File: config.mk
export PLATFORM = sky130hd
export DESIGN_NAME = time_set_ctrl
export DESIGN_NICKNAME = d
export VERILOG_FILES = /design/src/rtl/time_set_ctrl.sv
export SDC_FILE = /design/constraint.sdc
export NUM_CORES = 1
export LEC_CHECK = 0
export ABC_CLOCK_PERIOD_IN_PS = 1500
export BUFFER_PORTS_ARGS = -buffer_cell sky130_fd_sc_hd__buf_2
export CAP_MARGIN = 30
export CORE_MARGIN = 2
export CORE_UTILIZATION = 49
export CTS_BUF_LIST = sky130_fd_sc_hd__clkbuf_4 sky130_fd_sc_hd__clkbuf_8
export CTS_CLUSTER_SIZE = 10
export DETAILED_ROUTE_END_ITERATION = 16
export PLACE_DENSITY = 0.78
export SYNTH_ARGS = -nofsm -noshare
export SYNTH_HDL_FRONTEND = slang
export SYNTH_SLANG_ARGS = --single-unit
File: constraint.sdc
create_clock -name clk -period 1.5 [get_ports clk]
set_input_delay 0.225 -clock clk [delete_from_list [all_inputs] [get_ports clk]]
set_output_delay 0.225 -clock clk [all_outputs]
set_load 0.02 [all_outputs]
File: src/rtl/time_set_ctrl.sv
// time_set_ctrl: set-time editor for a 24 h clock; pauses the counters, edits H/M/S, commits with a load strobe.
// Build macro CLOCK_SET_DOWN_EN adds btn_down decrement of the selected field.
module time_set_ctrl #(
    parameter int P_TIMEOUT = 16
) (
    input  logic       clk,
    input  logic       reset,
    input  logic       one_sec_tick,
    input  logic       btn_mode,
    input  logic       btn_up,
    input  logic       btn_down,
    input  logic [4:0] hour_in,
    input  logic [5:0] min_in,
    input  logic [5:0] sec_in,
    output logic       run_en,
    output logic       load,
    output logic [4:0] hour_set,
    output logic [5:0] min_set,
    output logic [5:0] sec_set,
    output logic [1:0] sel_field,
    output logic       blink
);

    typedef enum logic [2:0] {
        RUN      = 3'd0,
        SET_HOUR = 3'd1,
        SET_MIN  = 3'd2,
        SET_SEC  = 3'd3,
        COMMIT   = 3'd4
    } state_t;

    // The abort fires on the tick that would make the counter reach P_TIMEOUT.
    localparam logic [7:0] TMO_LAST = 8'(P_TIMEOUT - 1);

    state_t     state_r;
    logic       run_en_r;
    logic       load_r;
    logic       blink_r;
    logic [1:0] sel_r;
    logic [7:0] tmo_r;
    logic [4:0] hour_r;
    logic [5:0] min_r;
    logic [5:0] sec_r;
    logic [5:0] hour_step_s;
    logic [5:0] min_step_s;
    logic [5:0] sec_step_s;
    logic       down_s;

    // Out-of-range values snap to 0 rather than being corrected at capture.
    function automatic logic [5:0] wrap_inc(input logic [5:0] v, input logic [5:0] max_v);
        logic [5:0] r;
        if (v >= max_v) begin
            r = 6'd0;
        end else begin
            r = v + 6'd1;
        end
        return r;
    endfunction

`ifdef CLOCK_SET_DOWN_EN
    function automatic logic [5:0] wrap_dec(input logic [5:0] v, input logic [5:0] max_v);
        logic [5:0] r;
        if (v == 6'd0) begin
            r = max_v;
        end else begin
            r = v - 6'd1;
        end
        return r;
    endfunction

    assign down_s = btn_down;

    // Next value of each edit field: up wins over down.
    always_comb begin
        if (btn_up) begin
            hour_step_s = wrap_inc({1'b0, hour_r}, 6'd23);
            min_step_s  = wrap_inc(min_r, 6'd59);
            sec_step_s  = wrap_inc(sec_r, 6'd59);
        end else begin
            hour_step_s = wrap_dec({1'b0, hour_r}, 6'd23);
            min_step_s  = wrap_dec(min_r, 6'd59);
            sec_step_s  = wrap_dec(sec_r, 6'd59);
        end
    end
`else
    logic unused_btn_down_s;
    assign unused_btn_down_s = btn_down;
    assign down_s            = 1'b0;

    // Next value of each edit field on btn_up.
    always_comb begin
        hour_step_s = wrap_inc({1'b0, hour_r}, 6'd23);
        min_step_s  = wrap_inc(min_r, 6'd59);
        sec_step_s  = wrap_inc(sec_r, 6'd59);
    end
`endif

    // Edit FSM with registered outputs, edit registers and timeout counter.
    always_ff @(posedge clk) begin
        if (reset) begin
            state_r  <= RUN;
            run_en_r <= 1'b1;
            load_r   <= 1'b0;
            blink_r  <= 1'b0;
            sel_r    <= 2'd0;
            tmo_r    <= 8'd0;
            hour_r   <= 5'd0;
            min_r    <= 6'd0;
            sec_r    <= 6'd0;
        end else begin
            case (state_r)
                RUN: begin
                    load_r  <= 1'b0;
                    blink_r <= 1'b0;
                    tmo_r   <= 8'd0;
                    if (btn_mode) begin
                        state_r  <= SET_HOUR;
                        run_en_r <= 1'b0;
                        sel_r    <= 2'd1;
                        hour_r   <= hour_in;
                        min_r    <= min_in;
                        sec_r    <= sec_in;
                    end else begin
                        state_r  <= RUN;
                        run_en_r <= 1'b1;
                        sel_r    <= 2'd0;
                    end
                end
                SET_HOUR, SET_MIN, SET_SEC: begin
                    load_r <= 1'b0;
                    if (btn_mode) begin
                        tmo_r <= 8'd0;
                        case (state_r)
                            SET_HOUR: begin
                                state_r <= SET_MIN;
                                sel_r   <= 2'd2;
                                blink_r <= blink_r ^ one_sec_tick;
                            end
                            SET_MIN: begin
                                state_r <= SET_SEC;
                                sel_r   <= 2'd3;
                                blink_r <= blink_r ^ one_sec_tick;
                            end
                            default: begin
                                state_r <= COMMIT;
                                load_r  <= 1'b1;
                                sel_r   <= 2'd0;
                                blink_r <= 1'b0;
                            end
                        endcase
                    end else if (btn_up || down_s) begin
                        tmo_r   <= 8'd0;
                        blink_r <= blink_r ^ one_sec_tick;
                        case (state_r)
                            SET_HOUR: hour_r <= hour_step_s[4:0];
                            SET_MIN:  min_r  <= min_step_s;
                            default:  sec_r  <= sec_step_s;
                        endcase
                    end else if (one_sec_tick) begin
                        if (tmo_r == TMO_LAST) begin
                            state_r  <= RUN;
                            run_en_r <= 1'b1;
                            sel_r    <= 2'd0;
                            blink_r  <= 1'b0;
                            tmo_r    <= 8'd0;
                        end else begin
                            tmo_r   <= tmo_r + 8'd1;
                            blink_r <= ~blink_r;
                        end
                    end else begin
                        tmo_r <= tmo_r;
                    end
                end
                COMMIT: begin
                    state_r  <= RUN;
                    run_en_r <= 1'b1;
                    load_r   <= 1'b0;
                    sel_r    <= 2'd0;
                    blink_r  <= 1'b0;
                    tmo_r    <= 8'd0;
                end
                default: begin
                    state_r  <= RUN;
                    run_en_r <= 1'b1;
                    load_r   <= 1'b0;
                    sel_r    <= 2'd0;
                    blink_r  <= 1'b0;
                    tmo_r    <= 8'd0;
                end
            endcase
        end
    end

    assign run_en    = run_en_r;
    assign load      = load_r;
    assign blink     = blink_r;
    assign sel_field = sel_r;
    assign hour_set  = hour_r;
    assign min_set   = min_r;
    assign sec_set   = sec_r;

endmodule

Word level (Yosys, flattened, before mapping)
Cells that the tools add are included.
Widths: inputs -> output; s select.
- $add $sub $neg: 4
- magnitude comparators: 3
- equality and inequality tests: 16
- muxes and demuxes: 45
- bitwise logic cells: 4
- reductions and logical operators: 13
- operator list (cell ; count):
    $mux 6 ; 10
    $mux 5 ; 5
    $pmux 6 s2 ; 2
    $ne 2x2->1 const B ; 9
    $reduce_and 5->1 ; 3
    $mux 1 ; 13
    $add 6x1->6 const B ; 2
    $ge 6x6->1 const B ; 2
    $mux 3 ; 4
    $pmux 3 s2 ; 2
    $pmux 5 s2 ; 1
    $ne 3x3->1 const B ; 3
    $add 8x1->8 const B ; 1
    $eq 8x4->1 const B ; 1
    $mux 2 ; 4
    $mux 8 ; 1
    $pmux 2 s2 ; 2
    $eq 3x2->1 const B ; 2
    $reduce_or 3->1 ; 2
    $add 5x1->5 const B ; 1
    $ge 5x5->1 const B ; 1
    $reduce_and 4->1 ; 1
    $reduce_or 2->1 ; 2
    $reduce_or 4->1 ; 1
    other kinds (8) ; 10
- register bits after elaboration: 33
- output and inout bits: 22
- word-level logic and storage cells: 94

Logic depth before layout (Yosys ltp)
Gate-level depths: netlist (run 1).
- word-level depth: 6
- gate-level depth with buffers: 6
- gate-level depth less buffers: 5

Worst setup path after synthesis (run 1)
Ideal clock, no wire load.
- path kind: register to register
- start point: reg state_r[2]
- end point: reg tmo_r[0]
- setup time: 64 ps
- arrival: 1472 ps
- data required time: 1436 ps
- path slack: -36 ps
- cell stages (with the launch flop): 7
- buffers on the path: 2
- period minus slack after synthesis: 1536 ps
- cells stage by stage: dfxtp_1 buf_6 or2_1 clkbuf_2 or4_4 a21o_1 nor2_1
- word-level cells in the longest chain between the ends: 4
- RTL lines (what ; line ; RTL):
    from (decl) ; 35 ; state_t state_r;
    from (signal assigned) ; 101 ; state_r <= RUN;
    from (signal assigned) ; 117 ; state_r <= SET_HOUR;
    from (signal assigned) ; 124 ; state_r <= RUN;
    $eq 3x1->1 or $eq 3x2->1 (tied branches) ; 111 ; case (state_r)
    $reduce_or 3->1 * ; 111 ;
    $not 1->1 (no source line) * ; n/a ;
    $reduce_or 4->1 (no source line) * ; n/a ;
    to (signal assigned) ; 167 ; tmo_r <= tmo_r + 8'd1;
    to (signal assigned) ; 171 ; tmo_r <= tmo_r;
    to (decl) ; 40 ; logic [7:0] tmo_r;
Every way passes the cells marked *; elsewhere a longest branch is shown, timed or not.
A chain may end at the register's enable or synchronous reset.

Final worst setup path (run 1)
- start point: reg tmo_r[0]
- end point: reg state_r[1]
- word-level cells in the longest chain between the ends: 3
- RTL lines (what ; line ; RTL):
    $eq 8x4->1 ; 160 ; if (tmo_r == TMO_LAST) begin
    $ne 3x3->1 (no source line) ; n/a ;
    $reduce_and 3->1 (no source line) ; n/a ;
    to (signal assigned) ; 161 ; state_r <= RUN;
    to (signal assigned) ; 175 ; state_r <= RUN;
    to (signal assigned) ; 183 ; state_r <= RUN;
Every way passes these cells.

==> run_results.csv, run 1 <==
group,metric,value,unit
clocking,clock_latency,0.32,ns
setup_path,cp.required,1.71,ns
yosys,synthCells,213,
clocking,cts-root-buf,"clkbuf_4",
sta,whs,0.151,ns
sta,hold_viol,0,
setup_path,r2r_cells,5,
sta,fin_crit_sh,97.7,%
sta,worst_clock_skew,0.0100,ns
yosys,syn_avg_cell_area,8.16,um^2
die,initial_core_util,51.7,%
yosys,ys_ff_latch,31,
global_routing,grt_pass1_vias,1630,
die,pin_count,45,
finish,finish.utilization,65.8,%
finish,nets,293,
route,final_antenna_net_count,0,
finish,most-common-layout-cells,"buf_2 (43), dfxtp_1 (28), nor2_1 (20)",
global_routing,grt_pass1_wl,7070,um
setup_path,worst_setup_path_start_kind,"flip-flop",
sta,worstMarginPinSlew,0.371,ns
clocking,cts.sinks,31,
global_routing,overflow,0,
worst_hold_path,hold_class,"in2reg",
finish,areaGrowthSynthToFinish,27.4,%
die,die_area,4040,um^2
yosys,synth_warnings,0,
worst_hold_path,hold_depth,3,
sta,maxSlewViolCount,0,
setup_path,crit_type,"reg2reg",
placement,gp_congestion,0.825,
setup_path,rrSetupSlack,0.03,ns
clocking,postCtsSetupRepairBufs,0,
route,vias,1784,
sta,finalSetupTns,0,ns
setup_path,end_kind,"flip-flop",
sta,maxSlewHeadroom,75.2,%
yosys,syn_nets,240,
placement,pre_cts_ws,0.0162,ns
clocking,path_clk_slew,0.09,ns
die,core,3360,um^2
run,drv_cap,0,
power,power_density,895,nW/um^2
power,finalPower,1.98,mW
global_routing,antenna_found_initial,0,
yosys,synthDistinctLibCells,55,
setup_path,rr_startpoint,"tmo_r[0]",
status,status,"finished clean",
finish,drive_gt1_share,32.2,%
clocking,tritoncts,"built",
clocking,clock_path_buffers,2,
die,die_w,63.6,um
clocking,htree_levels,2,
sta,setup_viol,0,
route,wl,4200,um
setup_path,reg2reg_to,"state_r[1]",
route,drtIter0Drc,127,
placement,port_buffers,43,
setup_path,cp_max_fo,5,
setup_path,worstSetupStartpoint,"tmo_r[0]",
yosys,yosys_most_used_dff,"dfxtp_1",
global_routing,grt_usage,21.6,%
die,rows,21,
yosys,synth_edf_count,0,
sta,period_needed,1.47,ns
route,via_per_inst,5.70,
global_routing,grt_max_degree,27,
finish,fillers,312,
clocking,postCtsHoldBufs,0,
route,drtPass1Iterations,4,
clocking,cts_buffers,5,
finish,final_common_cell,"buf_2",
setup_path,crit_arrival,1.68,ns
power,power_leakage,0.926,nW
route,drc,0,
die,die_y,63.6,um
power,vdd_ir_drop_max,0.634,mV
finish,antenna_cells,0,
route,wire_per_inst,13.4,um
worst_hold_path,min_to,"sec_set[1]",
sta,fmax,0.682,GHz
sta,layout_setup_ws,0.0341,ns
yosys,synthArstFlopShare,0,%
yosys,synth_area,1740,um^2
worst_hold_path,hold_start,"sec_in[1]",
placement,dp_hpwl,2940,um
yosys,seq_area_frac_synth,35.7,%
[worst max-delay path: stages, from the launching register on]
cell and delay [ns]:
dfxtp_1 0.40, ha_1 0.20, and4_1 0.34, a31oi_1 0.14
o21ai_0 0.19, a21oi_1 0.09
[Yosys cell counts, types with 2 or more instances]
cell	instances	area, um^2
a211oi_1	4	30.0
a21o_1	2	15.0
a21oi_1	13	65.1
a221oi_1	4	35.0
a31oi_1	7	43.8
and2_1	3	18.8
and3_1	3	18.8
buf_2	2	10.0
buf_4	2	15.0
clkbuf_1	8	30.0
dfxtp_1	31	621
ha_1	4	50.1
inv_1	9	33.8
mux2i_1	2	20.0
nand2_1	13	48.8
nand2b_1	3	18.8
nand3_1	9	45.0
nand4_1	2	12.5
nand4b_1	3	26.3
nor2_1	22	82.6
nor2b_1	2	12.5
nor3_1	4	20.0
nor4b_1	2	17.5
o2111a_1	2	22.5
o211ai_1	2	15.0
o21ai_0	17	85.1
o32ai_1	4	35.0
xnor2_1	5	43.8
xor2_1	3	26.3
[final cells by class]
cell class                      instances  area, um^2  share of cell area [%]
Tap cell                               46        57.6                    2.60
Multi-Input combinational cell        159        1070                    48.4
Timing Repair Buffer                   60         355                    16.0
Sequential cell                        31         624                    28.2
Clock buffer                            8        72.6                    3.28
Inverter                                9        33.8                    1.53
[what timing repair did]
action / CTS / global route
endpoints found under the hold margin: 0 / 0
gates resized for setup: 0 / 17
endpoints found under the setup margin: 0 / 21
[metal layers]
| layer | GRT usage (%) | vias up | share of wire [%] |
|---|---|---|---|
| li1 | - | 894 | - |
| met2 | 36.6 | 55 | 49 |
| met3 | 5.18 | 8 | 6.0 |
| met5 | 0 | - | 0 |
| met4 | 7.61 | 0 | 1.4 |
| met1 | 26.5 | 827 | 43 |
[cell families (layout without fill, tap and decap cells)]
group                      count (synthesis)  count (layout)  share of synthesized area [%]
AOI/OAI and AO/OA                         70              70                           27.4
xor gates and xnor gates                   8               8                           4.03
adders and majority gates                  4               4                           2.88
buffers and inverters                     23              77                           6.05
DFF                                       31              31                           35.7
muxes                                      2               2                           1.15
and+or+nand+nor                           75              75                           22.8
[where the power goes]
group          total, mW  leakage (nW)  internal, mW  switching, mW
Combinational      0.482         0.629         0.209          0.273
Sequential         0.940         0.255         0.874         0.0655
Clock              0.561        0.0420         0.294          0.268
[worst max-delay path by stage]
| stage | slack (ns) | to |
|---|---|---|
| final | 0.03 | state_r[1] |
| after global placement | 0.04 | min_set[0] |
| after CTS | 0.005 | min_set[0] |
| after detailed placement | 0.02 | sec_set[0] |
| after floorplan | -0.04 | tmo_r[0] |
| after global routing | -0.03 | sec_set[2] |
[stage by stage]
step,instances,cell area (um^2)
finish,313,2210
global route,313,2210
CTS,313,2150
detailed placement,305,2080
global placement,305,2080
floorplan,213,1740
[flip-flops by register name, indices dropped and copies added, names as in the netlist]
register / flops
tmo_r: 8
min_set: 6
sec_set: 6
hour_set: 5
state_r: 3
blink: 1
load: 1
run_en: 1
No activity file was read; power rests on OpenSTA's default activity.
==> run 2, diff against run 1 <==
--- a/config.mk
+++ b/config.mk
@@ -9,11 +9,10 @@
 export BUFFER_PORTS_ARGS = -buffer_cell sky130_fd_sc_hd__buf_2
 export CAP_MARGIN = 30
 export CORE_MARGIN = 2
-export CORE_UTILIZATION = 49
+export CORE_UTILIZATION = 30
 export CTS_BUF_LIST = sky130_fd_sc_hd__clkbuf_4 sky130_fd_sc_hd__clkbuf_8
 export CTS_CLUSTER_SIZE = 10
 export DETAILED_ROUTE_END_ITERATION = 16
-export PLACE_DENSITY = 0.78
 export SYNTH_ARGS = -nofsm -noshare
 export SYNTH_HDL_FRONTEND = slang
 export SYNTH_SLANG_ARGS = --single-unit
==> run_results.csv, run 2 (same netlist as run 1, synthesis figures left out) <==
group,metric,value,unit
route,drc,0,
sta,period_needed,1.44,ns
clocking,cts-root-buf,"clkbuf_8",
route,wire_per_inst,12.9,um
route,drtPass1Iterations,4,
finish,antenna_cells,0,
clocking,cts.sinks,31,
clocking,tritoncts,"built",
setup_path,cp.required,1.66,ns
clocking,cts_buffers,5,
die,die_y,80.1,um
die,initial_core_util,31.4,%
global_routing,gr-max-usage-layer,"met2",
route,drtIter0Drc,43,
finish,final_cells,350,
setup_path,end_kind,"flip-flop",
finish,drive_gt1_share,35.6,%
die,core,5540,um^2
global_routing,met1_usage,18.1,%
global_routing,grt_pass1_vias,1699,
power,power_leakage,0.980,nW
clocking,path_clk_slew,0.06,ns
sta,worstMarginPinSlew,0.382,ns
setup_path,crit_type,"reg2reg",
finish,areaGrowthSynthToFinish,34.8,%
setup_path,cp_max_fo,7,
clocking,htree_levels,2,
die,pin_count,45,
finish,most-common-layout-cells,"buf_2 (43), dfxtp_1 (28), buf_4 (28)",
global_routing,grt_pass1_wl,7490,um
placement,gp_congestion,0.775,
global_routing,overflow,0,
sta,maxSlewHeadroom,74.5,%
placement,port_buffers,43,
finish,fillers,599,
global_routing,grt_max_degree,14,
global_routing,met2_usage,23.9,%
global_routing,antenna_found_initial,0,
setup_path,worst_setup_path_start_kind,"flip-flop",
sta,maxSlewViolCount,0,
finish,nets,304,
sta,fmax,0.692,GHz
placement,dp_cells,340,
sta,worst_clock_skew,0.00548,ns
finish,largest_reg_flops,8,
route,wl,4510,um
finish,regMostFlops,"tmo_r",
global_routing,grt_use_met3,3.93,%
clocking,clock_path_buffers,2,
setup_path,crit_arrival,1.60,ns
clocking,postCtsHoldBufs,0,
clocking,clock_latency,0.28,ns
sta,whs,0.197,ns
power,power_density,901,nW/um^2
die,die_area,6420,um^2
die,rows,27,
worst_hold_path,hold_class,"in2reg",
power,vdd_ir_drop_max,0.516,mV
finish,finish.utilization,42.3,%
route,vias,1789,
placement,dp_hpwl,3360,um
sta,setup_viol,0,
setup_path,rrSetupSlack,0.06,ns
status,status,"finished clean",
die,die_w,80.1,um
run,drv_cap,0,
route,via_per_inst,5.11,
route,final_antenna_net_count,0,
global_routing,grt_usage,14.5,%
sta,fin_crit_sh,96.3,%
finish,final_common_cell,"buf_2",
sta,hold_viol,0,
-- run 2: cell types whose count changed in the layout (fill, tap and decap cells not counted), moves of 2 or more --
cell / change
buf_4: +12
clkbuf_4: -4
clkbuf_8: +3
a31oi_1: -2
a31oi_2: +2
nor2_2: +2
-- run 2: stage by stage --
| step | setup slack, ns | total power [mW] | setup TNS, ns | cell area [um^2] |
|---|---|---|---|---|
| after floorplan | -0.0364 | 1.23 | -0.182 | 1740 |
| after global placement | 0.0318 | 1.43 | 0 | 2170 |
| after detailed placement | 0.0153 | 1.43 | 0 | 2170 |
| after CTS | 0.000639 | 2.10 | 0 | 2260 |
| after global routing | -0.0366 | 2.23 | -0.0366 | 2340 |
| final | 0.0552 | 2.11 | 0 | 2340 |
-- run 2: final timing paths --
kind                                    to  depth (start not counted)  startpoint
worst max-delay path            sec_set[0]                          4  state_r[0]
worst max register to register  sec_set[0]                          4  state_r[0]
worst min-delay path            min_set[5]                          3   min_in[5]
worst min register to register      run_en                          2      run_en
-- run 2: layout make-up --
cell class                      instances  area [um^2]  share of cell area [%]
Multi-Input combinational cell        159         1080                    46.1
Sequential cell                        31          624                    26.6
Timing Repair Buffer                   71          425                    18.2
Clock inverter                          1         5.00                   0.214
Inverter                                9         33.8                    1.44
Tap cell                               72         90.1                    3.84
Clock buffer                            7         83.8                    3.58
-- run 2: power breakdown --
part	leakage, nW	switching, mW	total (mW)	internal (mW)
Clock	0.0491	0.304	0.665	0.361
Combinational	0.677	0.281	0.511	0.230
Sequential	0.255	0.0606	0.936	0.875
-- run 2: what timing repair did --
item,4_1_cts,5_1_grt
setup buffers,0,2
pin swaps,0,2
setup endpoints to repair,1,20
resized for setup,1,18
-- run 2: worst max-delay path, stage by stage, from the launching register on --
cell and delay [ns]:
dfxtp_2 0.36, or3b_4 0.43, a21o_4 0.24, a221oi_1 0.22, a211oi_1 0.08
-- run 2: routing by layer --
metal	routed length [um]	up-vias
met3	213	7
met1	2120	832
met5	0	-
met2	2130	29
met4	53	0
li1	-	921
==> run 3, diff against run 2 <==
--- a/config.mk
+++ b/config.mk
@@ -13,6 +13,7 @@
 export CTS_BUF_LIST = sky130_fd_sc_hd__clkbuf_4 sky130_fd_sc_hd__clkbuf_8
 export CTS_CLUSTER_SIZE = 10
 export DETAILED_ROUTE_END_ITERATION = 16
+export MAX_ROUTING_LAYER = met4
 export SYNTH_ARGS = -nofsm -noshare
 export SYNTH_HDL_FRONTEND = slang
 export SYNTH_SLANG_ARGS = --single-unit
==> run_results.csv, run 3 (same netlist as run 1, synthesis figures left out) <==
group,metric,value,unit
status,status,"finished clean",
setup_path,worst_setup_path_start_kind,"flip-flop",
power,power_density,901,nW/um^2
placement,gp_congestion,0.786,
finish,fillers,599,
setup_path,worstPathCellList,"or3b_4 -> a21o_4 -> a221oi_1 -> a211oi_1",
route,wire_per_inst,12.9,um
finish,finish.utilization,42.3,%
sta,worstMarginPinSlew,0.382,ns
clocking,tritoncts,"built",
die,pin_count,45,
sta,worst_clock_skew,0.00542,ns
clocking,cts_buffers,5,
sta,setup_viol,0,
setup_path,reg2reg_to,"sec_set[0]",
placement,dp_hpwl,3360,um
worst_hold_path,hold_class,"in2reg",
sta,maxSlewHeadroom,74.5,%
clocking,path_clk_slew,0.06,ns
power,power_leakage,0.980,nW
die,core,5540,um^2
route,via_per_inst,5.11,
finish,design_area,2340,um^2
route,final_antenna_net_count,0,
clocking,cts.sinks,31,
sta,hold_viol,0,
finish,regMostFlops,"tmo_r",
setup_path,cp.required,1.66,ns
placement,placed_cell_area,2170,um^2
sta,period_needed,1.44,ns
worst_hold_path,hold_depth,3,
setup_path,rr_startpoint,"state_r[0]",
global_routing,overflow,0,
setup_path,crit_arrival,1.60,ns
setup_path,end_kind,"flip-flop",
finish,antenna_cells,0,
finish,most-common-layout-cells,"buf_2 (43), dfxtp_1 (28), buf_4 (28)",
setup_path,cp_max_fo,7,
global_routing,grt_max_degree,14,
die,initial_core_util,31.4,%
clocking,cts-root-buf,"clkbuf_8",
route,drtIter0Drc,52,
die,rows,27,
route,drtPass1Iterations,4,
global_routing,grt_pass1_vias,1699,
worst_hold_path,hold_start,"min_in[5]",
finish,nets,304,
clocking,clock_latency,0.28,ns
die,die_area,6420,um^2
route,wl,4520,um
setup_path,critPathMaxStageDelay,0.43,ns
power,vdd_ir_drop_max,0.516,mV
global_routing,antenna_found_initial,0,
global_routing,grt_usage,14.9,%
clocking,clock_path_buffers,2,
run,drv_cap,0,
setup_path,rrSetupSlack,0.06,ns
sta,whs,0.197,ns
route,drc,0,
sta,fmax,0.692,GHz
global_routing,grt_pass1_wl,7490,um
sta,maxSlewViolCount,0,
sta,fin_crit_sh,96.3,%
finish,largest_reg_flops,8,
setup_path,crit_type,"reg2reg",
clocking,htree_levels,2,
setup_path,critPathSlowestCell,"or3b_4",
setup_path,crit_family,"compound AO/OA/AOI/OAI gates",
setup_path,cp_num_buf_inv,0,
power,finalPower,2.11,mW
finish,final_common_cell,"buf_2",
setup_path,r2r_cells,4,
die,die_y,80.1,um
route,vias,1790,
finish,areaGrowthSynthToFinish,34.8,%
worst_hold_path,min_to,"min_set[5]",
placement,port_buffers,43,
die,die_w,80.1,um
finish,drive_gt1_share,35.6,%
[run 3: worst max-delay path by stage]
stage	from	slack, ns	cells after the start	end
CTS	state_r[0]	0.0006	4	sec_set[5]
finish	state_r[0]	0.06	4	sec_set[0]
global route	state_r[0]	-0.04	4	sec_set[0]
global placement	state_r[1]	0.03	5	min_set[5]
floorplan	state_r[2]	-0.04	6	tmo_r[0]
detailed placement	btn_mode	0.02	5	sec_set[5]
[run 3: cell type report]
class	instances	area, um^2	share of cell area (%)
tap	72	90.1	3.84
multi-input combinational	159	1080	46.1
clock inverter	1	5.00	0.214
timing repair buffer	71	425	18.2
inverter	9	33.8	1.44
clock buffer	7	83.8	3.58
sequential	31	624	26.6
[run 3: worst register-to-register path, stage by stage, from the launching register on]
cell and delay, ns:
dfxtp_2 0.36, or3b_4 0.43, a21o_4 0.24, a221oi_1 0.22, a211oi_1 0.08
[run 3: metal layers]
layer | global-route usage, % | wire length [um] | up-vias
met5 | - | 0 | -
met4 | 4.92 | 47 | 0
met3 | 3.48 | 195 | 7
met2 | 23.9 | 2130 | 30
met1 | 18.4 | 2150 | 834
li1 | - | - | 919
[run 3: through the flow]
step	setup TNS (ns)	cells	setup WS, ns
after global placement	0	340	0.0318
final	0	350	0.0553
after floorplan	-0.182	213	-0.0364
after CTS	0	348	0.000639
after detailed placement	0	340	0.0153
after global routing	-0.0366	350	-0.0366
[run 3: report_power, final]
part	leakage [nW]	switching (mW)	total (mW)	internal, mW
Sequential	0.255	0.0608	0.936	0.875
Combinational	0.677	0.281	0.511	0.230
Clock	0.0491	0.303	0.665	0.361
Total	0.980	0.645	2.11	1.47
[run 3: what timing repair did]
| item | 4_1_cts | 5_1_grt |
|---|---|---|
| gates cloned | 0 | 0 |
| endpoints found under the setup margin | 1 | 20 |
| pin swaps | 0 | 2 |
| hold buffers | 0 | 0 |
| setup buffers | 0 | 2 |
| gates resized for setup | 1 | 18 |
